**src/rtl/alu_pipe.sv**
```systemverilog
// -----------------------------------------------------------------------------
// alu_pipe
//
// Two-stage pipelined ALU with a valid/ready handshake on both sides.
// It supports AND, OR, ADD, SUB, signed set-less-than and unsigned
// set-less-than.
//
//   S1 : registered operands and opcode, captured on in_valid && in_ready.
//   S2 : registered result, zero flag and illegal flag. S2 drives the
//        response port directly, with no combinational path from the inputs.
//
// At most two operations are buffered (one in S1, one in S2). A response
// stays stable while out_valid is high and out_ready is low. op_count is a
// wrapping count of the responses that the consumer has taken.
//
// Ports
//   clk        in   1      system clock, rising edge
//   rst        in   1      synchronous, active-high reset
//   in_valid   in   1      request valid
//   in_ready   out  1      request can be accepted this cycle
//   A, B       in   WIDTH  operands
//   ALUCtrl    in   4      operation select
//   out_valid  out  1      response valid
//   out_ready  in   1      consumer takes the response this cycle
//   Y          out  WIDTH  result
//   ZERO       out  1      Y == 0
//   ILLEGAL    out  1      ALUCtrl was not a defined opcode
//   op_count   out  CNT_W  responses consumed, wraps
// -----------------------------------------------------------------------------
module alu_pipe #(
  parameter int WIDTH = 32,
  parameter int CNT_W = 16
) (
  input  logic             clk,
  input  logic             rst,
  input  logic             in_valid,
  output logic             in_ready,
  input  logic [WIDTH-1:0] A,
  input  logic [WIDTH-1:0] B,
  input  logic [3:0]       ALUCtrl,
  output logic             out_valid,
  input  logic             out_ready,
  output logic [WIDTH-1:0] Y,
  output logic             ZERO,
  output logic             ILLEGAL,
  output logic [CNT_W-1:0] op_count
);

  typedef enum logic [3:0] {
    OP_AND  = 4'b0000,
    OP_OR   = 4'b0001,
    OP_ADD  = 4'b0010,
    OP_SUB  = 4'b0110,
    OP_SLT  = 4'b0111,
    OP_SLTU = 4'b1000
  } alu_op_e;

  // Stage S1: captured request
  logic             r_s1_valid;
  logic [WIDTH-1:0] r_s1_a;
  logic [WIDTH-1:0] r_s1_b;
  logic [3:0]       r_s1_ctrl;

  // Stage S2: computed response
  logic             r_s2_valid;
  logic [WIDTH-1:0] r_s2_y;
  logic             r_s2_zero;
  logic             r_s2_illegal;

  logic [CNT_W-1:0] r_op_count;

  // Handshake / advance control
  logic w_s2_free;
  logic w_s1_move;
  logic w_accept;
  logic w_drain;

  // ALU result computed from the S1 registers
  logic [WIDTH-1:0] w_y;
  logic             w_zero;
  logic             w_illegal;

  // S2 can take a new result when it is empty or is being drained this cycle.
  assign w_s2_free = !r_s2_valid || out_ready;
  assign w_s1_move = r_s1_valid && w_s2_free;
  // in_ready depends only on state and out_ready, never on in_valid, so the
  // initiator may wait for ready before it raises valid.
  assign in_ready  = !r_s1_valid || w_s1_move;
  assign w_accept  = in_valid && in_ready;
  assign w_drain   = r_s2_valid && out_ready;

  // ---------------------------------------------------------------------------
  // ALU function
  // ---------------------------------------------------------------------------
  always_comb begin
    // NOTE: every output of this block gets a default first. A path that does
    // not assign a variable would otherwise infer a latch.
    w_y       = '0;
    w_illegal = 1'b0;
    case (r_s1_ctrl)
      OP_AND:  w_y = r_s1_a & r_s1_b;
      OP_OR:   w_y = r_s1_a | r_s1_b;
      OP_ADD:  w_y = r_s1_a + r_s1_b;   // carry out is dropped
      OP_SUB:  w_y = r_s1_a - r_s1_b;   // borrow is dropped
      OP_SLT:  w_y = {{(WIDTH-1){1'b0}}, ($signed(r_s1_a) < $signed(r_s1_b))};
      OP_SLTU: w_y = {{(WIDTH-1){1'b0}}, (r_s1_a < r_s1_b)};
      default: w_illegal = 1'b1;        // Y stays 0, so ZERO reads 1
    endcase
    w_zero = (w_y == '0);
  end

  // ---------------------------------------------------------------------------
  // Stage S1
  // ---------------------------------------------------------------------------
  always_ff @(posedge clk) begin
    // NOTE: sequential state uses non-blocking assignments, so every register
    // samples values from before the edge no matter how the statements are
    // ordered.
    if (rst) begin
      r_s1_valid <= 1'b0;
    end else if (w_accept) begin
      r_s1_valid <= 1'b1;
    end else if (w_s1_move) begin
      r_s1_valid <= 1'b0;
    end
  end

  // NOTE: the S1 payload has no reset. It is qualified by r_s1_valid, and
  // skipping the reset keeps these flops off the reset tree.
  always_ff @(posedge clk) begin
    if (w_accept) begin
      r_s1_a    <= A;
      r_s1_b    <= B;
      r_s1_ctrl <= ALUCtrl;
    end
  end

  // ---------------------------------------------------------------------------
  // Stage S2. Its payload is visible on the ports, so it is reset to zero.
  // ---------------------------------------------------------------------------
  always_ff @(posedge clk) begin
    if (rst) begin
      r_s2_valid   <= 1'b0;
      r_s2_y       <= '0;
      r_s2_zero    <= 1'b0;
      r_s2_illegal <= 1'b0;
    end else if (w_s1_move) begin
      r_s2_valid   <= 1'b1;
      r_s2_y       <= w_y;
      r_s2_zero    <= w_zero;
      r_s2_illegal <= w_illegal;
    end else if (w_drain) begin
      // Payload is held. Only the valid flag drops when nothing refills S2.
      r_s2_valid   <= 1'b0;
    end
  end

  // ---------------------------------------------------------------------------
  // Completed-operation counter
  // ---------------------------------------------------------------------------
  always_ff @(posedge clk) begin
    if (rst) begin
      r_op_count <= '0;
    end else if (w_drain) begin
      r_op_count <= r_op_count + 1'b1;  // wraps naturally at 2^CNT_W
    end
  end

  assign out_valid = r_s2_valid;
  assign Y         = r_s2_y;
  assign ZERO      = r_s2_zero;
  assign ILLEGAL   = r_s2_illegal;
  assign op_count  = r_op_count;

endmodule

```
**config.mk**
```make
export PLATFORM = sky130hd
export DESIGN_NAME = alu_pipe
export DESIGN_NICKNAME = d
export VERILOG_FILES = /design/src/rtl/alu_pipe.sv
export SDC_FILE = /design/constraint.sdc
export NUM_CORES = 1
export LEC_CHECK = 0
export CORE_ASPECT_RATIO = 1.25
export CORE_MARGIN = 8
export CORE_UTILIZATION = 60
export DETAILED_ROUTE_END_ITERATION = 7
export PLACE_DENSITY = 0.86
export REMOVE_ABC_BUFFERS = 1
export SYNTH_ARGS = -nofsm -noshare
export SYNTH_HDL_FRONTEND = slang
export SYNTH_SLANG_ARGS = --single-unit
export TNS_END_PERCENT = 100
```
**constraint.sdc**
```tcl
create_clock -name clk -period 8.9 [get_ports clk]
set_clock_uncertainty 0.15 [all_clocks]
set_input_delay 0.89 -clock clk [delete_from_list [all_inputs] [get_ports clk]]
set_output_delay 0.89 -clock clk [all_outputs]
set_load 0.1 [all_outputs]
```
==> out/results.ini, run 1 <==
[floorplanning]
dieWidth_um = 129
die_area_mm2 = 0.0204
die_h_um = 158
rows = 52
start_util = 0.605
io_pins = 124
core_area_mm2 = 0.0159

[layout]
mostFrequentLayoutCell = nor2_1
final_cell_mix = nor2_1 (130), clkdlybuf4s50_1 (123), ha_1 (101), nand2_1 (89), inv_1 (88)
nets = 1403
final_util = 0.721
final.fill_count = 1241
drive_gt1_frac = 0.0596
diodes = 0
areaGrowthSynthToFinish_pct = 19.3

[setup_path]
startpoint_type = flop
worst-setup-path-type = flop to flop
rr_startpoint = r_s1_ctrl[0]
critPathMaxFanout = 43
crit_path_end_kind = flop
crit_start = r_s1_ctrl[0]
worst_ep_arrival_time_ps = 4570
cp.required_ps = 9080

[status]
status = finished, final reports clean

[sta]
fin_crit_sh = 0.494
relSlewSlack = 0.259
fin_tns_setup_ps = 0
whs_ps = 312
min_period_ps = 4400
max_freq_mhz = 227
rsz0062_at_grt = false
slew_viol_final = 0
finalHoldViolations = 0
setup_viol = 0
worst_pin_slew_ps = 1110
setup_slack_ps = 4500

[routing]
ant_nets = 0
wirelength_mm = 31.1
wire_per_inst_um = 21.3
dr_total_vias = 9324
routed_via_density = 6.40
initialDrtViolationCount = 1156
first_pass_iters = 6
drc = 0

[synth]
ys_seq_area_frac = 0.320
yosysTopAreaCellShare = 0.212
synthTopCellsByArea = edfxtp_1 (21%), ha_1 (13%), dfxtp_1 (11%)
ys.flop_type = edfxtp_1
synthCells = 1140
yosysWarnings = 0
synth_top_area_cell = edfxtp_1
synth_area_per_cell_um2 = 8.45
async_reset_ff_frac = 0
yosys.cell_types.count = 92
syn-cell-area_mm2 = 0.00964
synth_edf_count = 68
synth-seq-cells = 120

[clock_network]
cts_buffers = 17
post_cts_resized = 0
clk_latency_ps = 440
clk_pin_slew_ps = 60
ctsHoldBuffers = 0
clockBufferDepth = 2
cts_tree = done
htreeDepth = 4
post-cts-setup-buffer-count = 0
clock-root-buffer = clkbuf_16
numClockSinks = 120

[grt]
grt_max_degree = 69
overflow = 0
grt_pass1_vias = 8973
grt_pass1_wl_mm = 48.2
antenna_found_initial = 0
track_usage = 0.306

[placed_design]
gp_congestion = 1.02
hpwl_mm = 22.9
pre_cts_slack_ps = 4480
io_buffer_count = 123

[min_path]
hp-class = flop to flop
hp-start = Y[28]

[run]
max_cap_violations = 0

[pwr]
p_total_mw = 1.84
p_per_area_mw_per_mm2 = 160
power_leakage_nw = 4.61
vdd_ir_drop_max_mv = 0.133

cell usage after synthesis, drive strengths merged, types with 10 or more instances:
cell type    n
o21a        10
nor2       132
clkbuf      41
nand2b      12
nor4        13
xor2        14
o21ai       61
nand2       89
nor2b       22
nand4       15
a221oi      10
and3        12
a31oi       10
o211ai      13
edfxtp      68
ha         101
dfxtp       52
nand3       26
a21o        12
inv         93
o22ai       10
nor3        28
buf         21
xnor2       10
a21oi       84
a211oi      34
final timing paths:
path | to | slack [ps] | cells past startpoint
setup / recovery | ZERO | 4500 | 13
setup reg to reg | ZERO | 4500 | 13
hold / removal | Y[28] | 310 | 2
hold reg to reg | Y[28] | 310 | 2
layer usage:
metal  up-vias  global-route usage  routed length, µm  share of wire
li1       4325                   -                  -              -
met1      4378               0.364              12200           0.39
met2       508               0.513              14900           0.48
met3       113              0.0583               2560          0.082
met4         0               0.158               1420          0.046
met5         -                   0                  0              0
critical path, cell delays in order, from the launching register on:
cell	delay [ps]
edfxtp_1	370
buf_4	300
nor3b_2	770
nand2_1	500
buf_4	360
o211ai_1	270
nor3_1	100
o2bb2ai_1	130
a41o_1	220
mux2_1	290
o22ai_1	230
nor4_1	110
and4_1	210
a41o_1	230
registers in the layout (all words and copies together), names as in the netlist:
register    count
ZERO            1
out_valid       1
r_s1_b         32
r_s1_valid      1
r_s1_ctrl       4
r_s1_a         32
Y              32
ILLEGAL         1
op_count       16
cells by family (layout without fill, tap and decap cells):
| family | Yosys count | in the layout | synth area share |
|---|---|---|---|
| AOI/OAI and AO/OA | 337 | 337 | 0.249 |
| xor gates and xnor gates | 24 | 24 | 0.0218 |
| adders and majority gates | 103 | 103 | 0.135 |
| buffers and inverters | 156 | 257 | 0.0640 |
| DFF | 120 | 120 | 0.320 |
| muxes | 8 | 8 | 0.00844 |
| and+or+nand+nor | 392 | 392 | 0.202 |
through the flow:
stage / cell area (µm²) / std cells
global route: 11500 / 1457
CTS: 11500 / 1457
floorplan: 9370 / 1078
detailed placement: 10900 / 1425
global placement: 10900 / 1425
finish: 11500 / 1457
power breakdown:
group / leakage (nW) / switching [mW] / internal [mW]
combinational: 3.24 / 0.355 / 0.178
sequential: 1.09 / 0.0198 / 0.618
clock: 0.282 / 0.283 / 0.383
total: 4.61 / 0.658 / 1.18
layout make-up:
class	count	area, µm²	share of cell area
Timing Repair Buffer	131	1290	0.112
Clock inverter	12	88.8	0.00773
Multi-Input combinational cell	864	5940	0.517
Inverter	94	353	0.0307
Clock buffer	20	468	0.0407
Tap cell	216	270	0.0235
Sequential cell	120	3080	0.268
Power figures use the tool's default switching activity.
==> run 2: changes to the inputs <==
--- a/config.mk
+++ b/config.mk
@@ -7,9 +7,9 @@
 export LEC_CHECK = 0
 export CORE_ASPECT_RATIO = 1.25
 export CORE_MARGIN = 8
-export CORE_UTILIZATION = 60
+export CORE_UTILIZATION = 52
 export DETAILED_ROUTE_END_ITERATION = 7
-export PLACE_DENSITY = 0.86
+export PLACE_DENSITY = 0.79
 export REMOVE_ABC_BUFFERS = 1
 export SYNTH_ARGS = -nofsm -noshare
 export SYNTH_HDL_FRONTEND = slang
==> constraint.sdc (replaced) <==
create_clock -name clk -period 3.7 [get_ports clk]
set_clock_uncertainty 0.15 [all_clocks]
set_input_delay 0.37 -clock clk [delete_from_list [all_inputs] [get_ports clk]]
set_output_delay 0.37 -clock clk [all_outputs]
set_load 0.1 [all_outputs]
==> out/results.ini, run 2 (synthesized netlist as in run 1, its figures left out) <==
[status]
status = finished with violations  ; was finished, final reports clean
violations = negative setup slack

[pwr]
combPwrFrac = 0.321  ; was 0.291
pwr-share-clk = 0.362  ; about the same
power_switching_share = 0.351  ; was 0.358
power_leakage_nw = 5.39  ; was 4.61 nW
p_int_mw = 3.14  ; was 1.18 mW
p_total_mw = 4.83  ; was 1.84 mW
p_sw_mw = 1.69  ; was 658 µW
p_per_area_mw_per_mm2 = 375  ; was 160 mW/mm²
seq_power_share = 0.317  ; was 0.347
vdd_ir_drop_max_mv = 0.315  ; was 0.133 mV

[routing]
ant_nets = 0  ; unchanged
routed_via_density = 6.18  ; was 6.40
first_pass_iters = 6  ; unchanged
drc = 0  ; unchanged
wire_per_inst_um = 21.7  ; was 21.3 µm
dr_total_vias = 10015  ; was 9324
initialDrtViolationCount = 1016  ; was 1156
wirelength_mm = 35.2  ; was 31.1 mm

[clock_network]
clock-root-buffer = clkbuf_16  ; unchanged
clk_latency_ps = 450  ; was 440 ps
clk_pin_slew_ps = 60  ; about the same
cts_tree = done  ; unchanged
clockBufferDepth = 2  ; unchanged
htreeDepth = 4  ; unchanged
numClockSinks = 120  ; unchanged
cts_buffers = 17  ; unchanged

[sta]
max_freq_mhz = 269  ; was 227 MHz
relSlewSlack = 0.307  ; was 0.259
rsz0062_at_grt = true  ; was false
whs_ps = 216  ; was 312 ps
setup_viol = 1  ; was 0
finalHoldViolations = 0  ; unchanged
setup_slack_ps = -12.3  ; was 4500 ps
worst_pin_slew_ps = 1040  ; was 1110 ps
fin_crit_sh = 1.00  ; was 0.494
slew_viol_final = 0  ; unchanged
min_period_ps = 3710  ; was 4400 ps

[grt]
grt_pass1_wl_mm = 54.1  ; was 48.2 mm
overflow = 0  ; unchanged
grt_max_degree = 49  ; was 69
antenna_found_initial = 0  ; unchanged
track_usage = 0.300  ; was 0.306
grt_pass1_vias = 10101  ; was 8973

[floorplanning]
dieWidth_um = 138  ; was 129 µm
die_h_um = 168  ; was 158 µm
start_util = 0.531  ; was 0.605
die_area_mm2 = 0.0232  ; was 0.0204 mm²
core_area_mm2 = 0.0182  ; was 0.0159 mm²
io_pins = 124  ; unchanged
rows = 55  ; was 52

[layout]
mostFrequentLayoutCell = buf_4  ; was nor2_1
nets = 1555  ; was 1403
areaGrowthSynthToFinish_pct = 33.8  ; was 19.3%
diodes = 0  ; unchanged
final_cell_mix = buf_4 (160), nor2_1 (130), clkdlybuf4s50_1 (122), ha_1 (96)  ; was nor2_1 (130), clkdlybuf4s50_1 (123), ha_1 (101), nand2_1 (89), inv_1 (88)
drive_gt1_frac = 0.184  ; was 0.0596

[placed_design]
pre_cts_slack_ps = -254  ; was 4480 ps
hpwl_mm = 26.8  ; was 22.9 mm
io_buffer_count = 123  ; unchanged
gp_congestion = 0.968  ; was 1.02

[setup_path]
crit_path_frequent_cell = buf_4
max_stage_delay_ps = 410  ; was 770 ps
critPathMaxFanout = 4  ; was 43
crit_path_end_kind = flop  ; unchanged
slowest_stage = edfxtp_1  ; was nor3b_2
cp.required_ps = 3890  ; was 9080 ps
worst-setup-path-type = flop to flop  ; unchanged
startpoint_type = flop  ; unchanged
worst_ep_arrival_time_ps = 3900  ; was 4570 ps
cp_cell_sequence = inv_1 > ha_1 > buf_4 > and2_1 > a221oi_4 > buf_4 > a21o_4 > a41oi_2 > buf_4 > a21oi_1 > a211oi_2 > nor4b_2 > nor3_2 > buf_4 > nor3b_2 > and4_1 > a41o_1  ; was buf_4 > nor3b_2 > nand2_1 > buf_4 > o211ai_1 > nor3_1 > o2bb2ai_1 > a41o_1 > mux2_1 > o22ai_1 > nor4_1 > and4_1 > a41o_1

[min_path]
hp-class = input port to flop  ; was flop to flop

[run]
max_cap_violations = 0  ; unchanged

==> run 2: cell count changes in the layout (fill, tap and decap cells not counted), moves of 5 or more <==
cell / change
ha_1: -5
inv_6: +6
buf_4: +152
ha_2: +5
==> run 2: path summary, 6_finish.rpt <==
check,depth (start not counted),slack [ps],startpoint,endpoint
setup / recovery,17,-10,r_s1_b[4],ZERO
hold / removal,3,220,rst,Y[9]
setup reg to reg,17,-10,r_s1_b[4],ZERO
hold reg to reg,2,300,Y[28],Y[28]
==> run 2: per-stage QoR <==
step / cells / util / setup TNS [ps] / area, µm²
2_1_floorplan: 1078 / - / -15810 / 9370
3_3_place_gp: 1585 / 0.664 / -230 / 12100
3_5_place_dp: 1585 / 0.664 / -254 / 12100
4_1_cts: 1618 / 0.700 / 0 / 12700
5_1_grt: 1621 / 0.710 / -235 / 12900
6_report: 1621 / 0.710 / -12.3 / 12900
==> run 2: metal layers <==
metal | global-route usage | up-vias | routed length [µm]
met2 | 0.514 | 492 | 17300
met1 | 0.344 | 4756 | 13600
li1 | - | 4640 | -
met5 | 0 | - | 0
met4 | 0.148 | 0 | 1650
met3 | 0.0625 | 127 | 2610
==> run 2: what timing repair did <==
action	CTS	global route
gates resized for setup	6	31
endpoints found under the setup margin	1	5
buffers inserted	1	4
hold buffers	0	0
pin swaps	2	12
==> run 2: cell type report <==
class / instances / area (µm²)
clock buffers: 20 / 489
clock inverters: 12 / 123
fillers: 1424 / 5280
inverters: 94 / 353
multi-input cells: 864 / 6130
flip-flops and latches: 120 / 3080
well taps: 228 / 285
repair buffers: 283 / 2430
==> run 2: power by group through the flow <==
stage               Clock (mW)  Sequential, mW  Combinational [mW]
floorplan                    0            1.72               0.690
global placement             0            1.55                1.45
detailed placement           0            1.56                1.46
global route              1.82            1.54                1.65
CTS                       1.77            1.53                1.48
finish                    1.75            1.53                1.55
==> run 2: worst max-delay path: cells and delay by family (launching register included) <==
kind,cells,cell delay (ps)
compound gates,6,1160
fa+ha+maj,1,280
buf+inv,5,800
flops,1,410
simple gates,5,820
==> run 3: changes to the inputs <==
--- a/config.mk
+++ b/config.mk
@@ -11,6 +11,7 @@
 export DETAILED_ROUTE_END_ITERATION = 7
 export PLACE_DENSITY = 0.79
 export REMOVE_ABC_BUFFERS = 1
+export SLEW_MARGIN = 25
 export SYNTH_ARGS = -nofsm -noshare
 export SYNTH_HDL_FRONTEND = slang
 export SYNTH_SLANG_ARGS = --single-unit
==> results of run 3 <==
Final layout, timing and power as in run 2 (identical DEF).
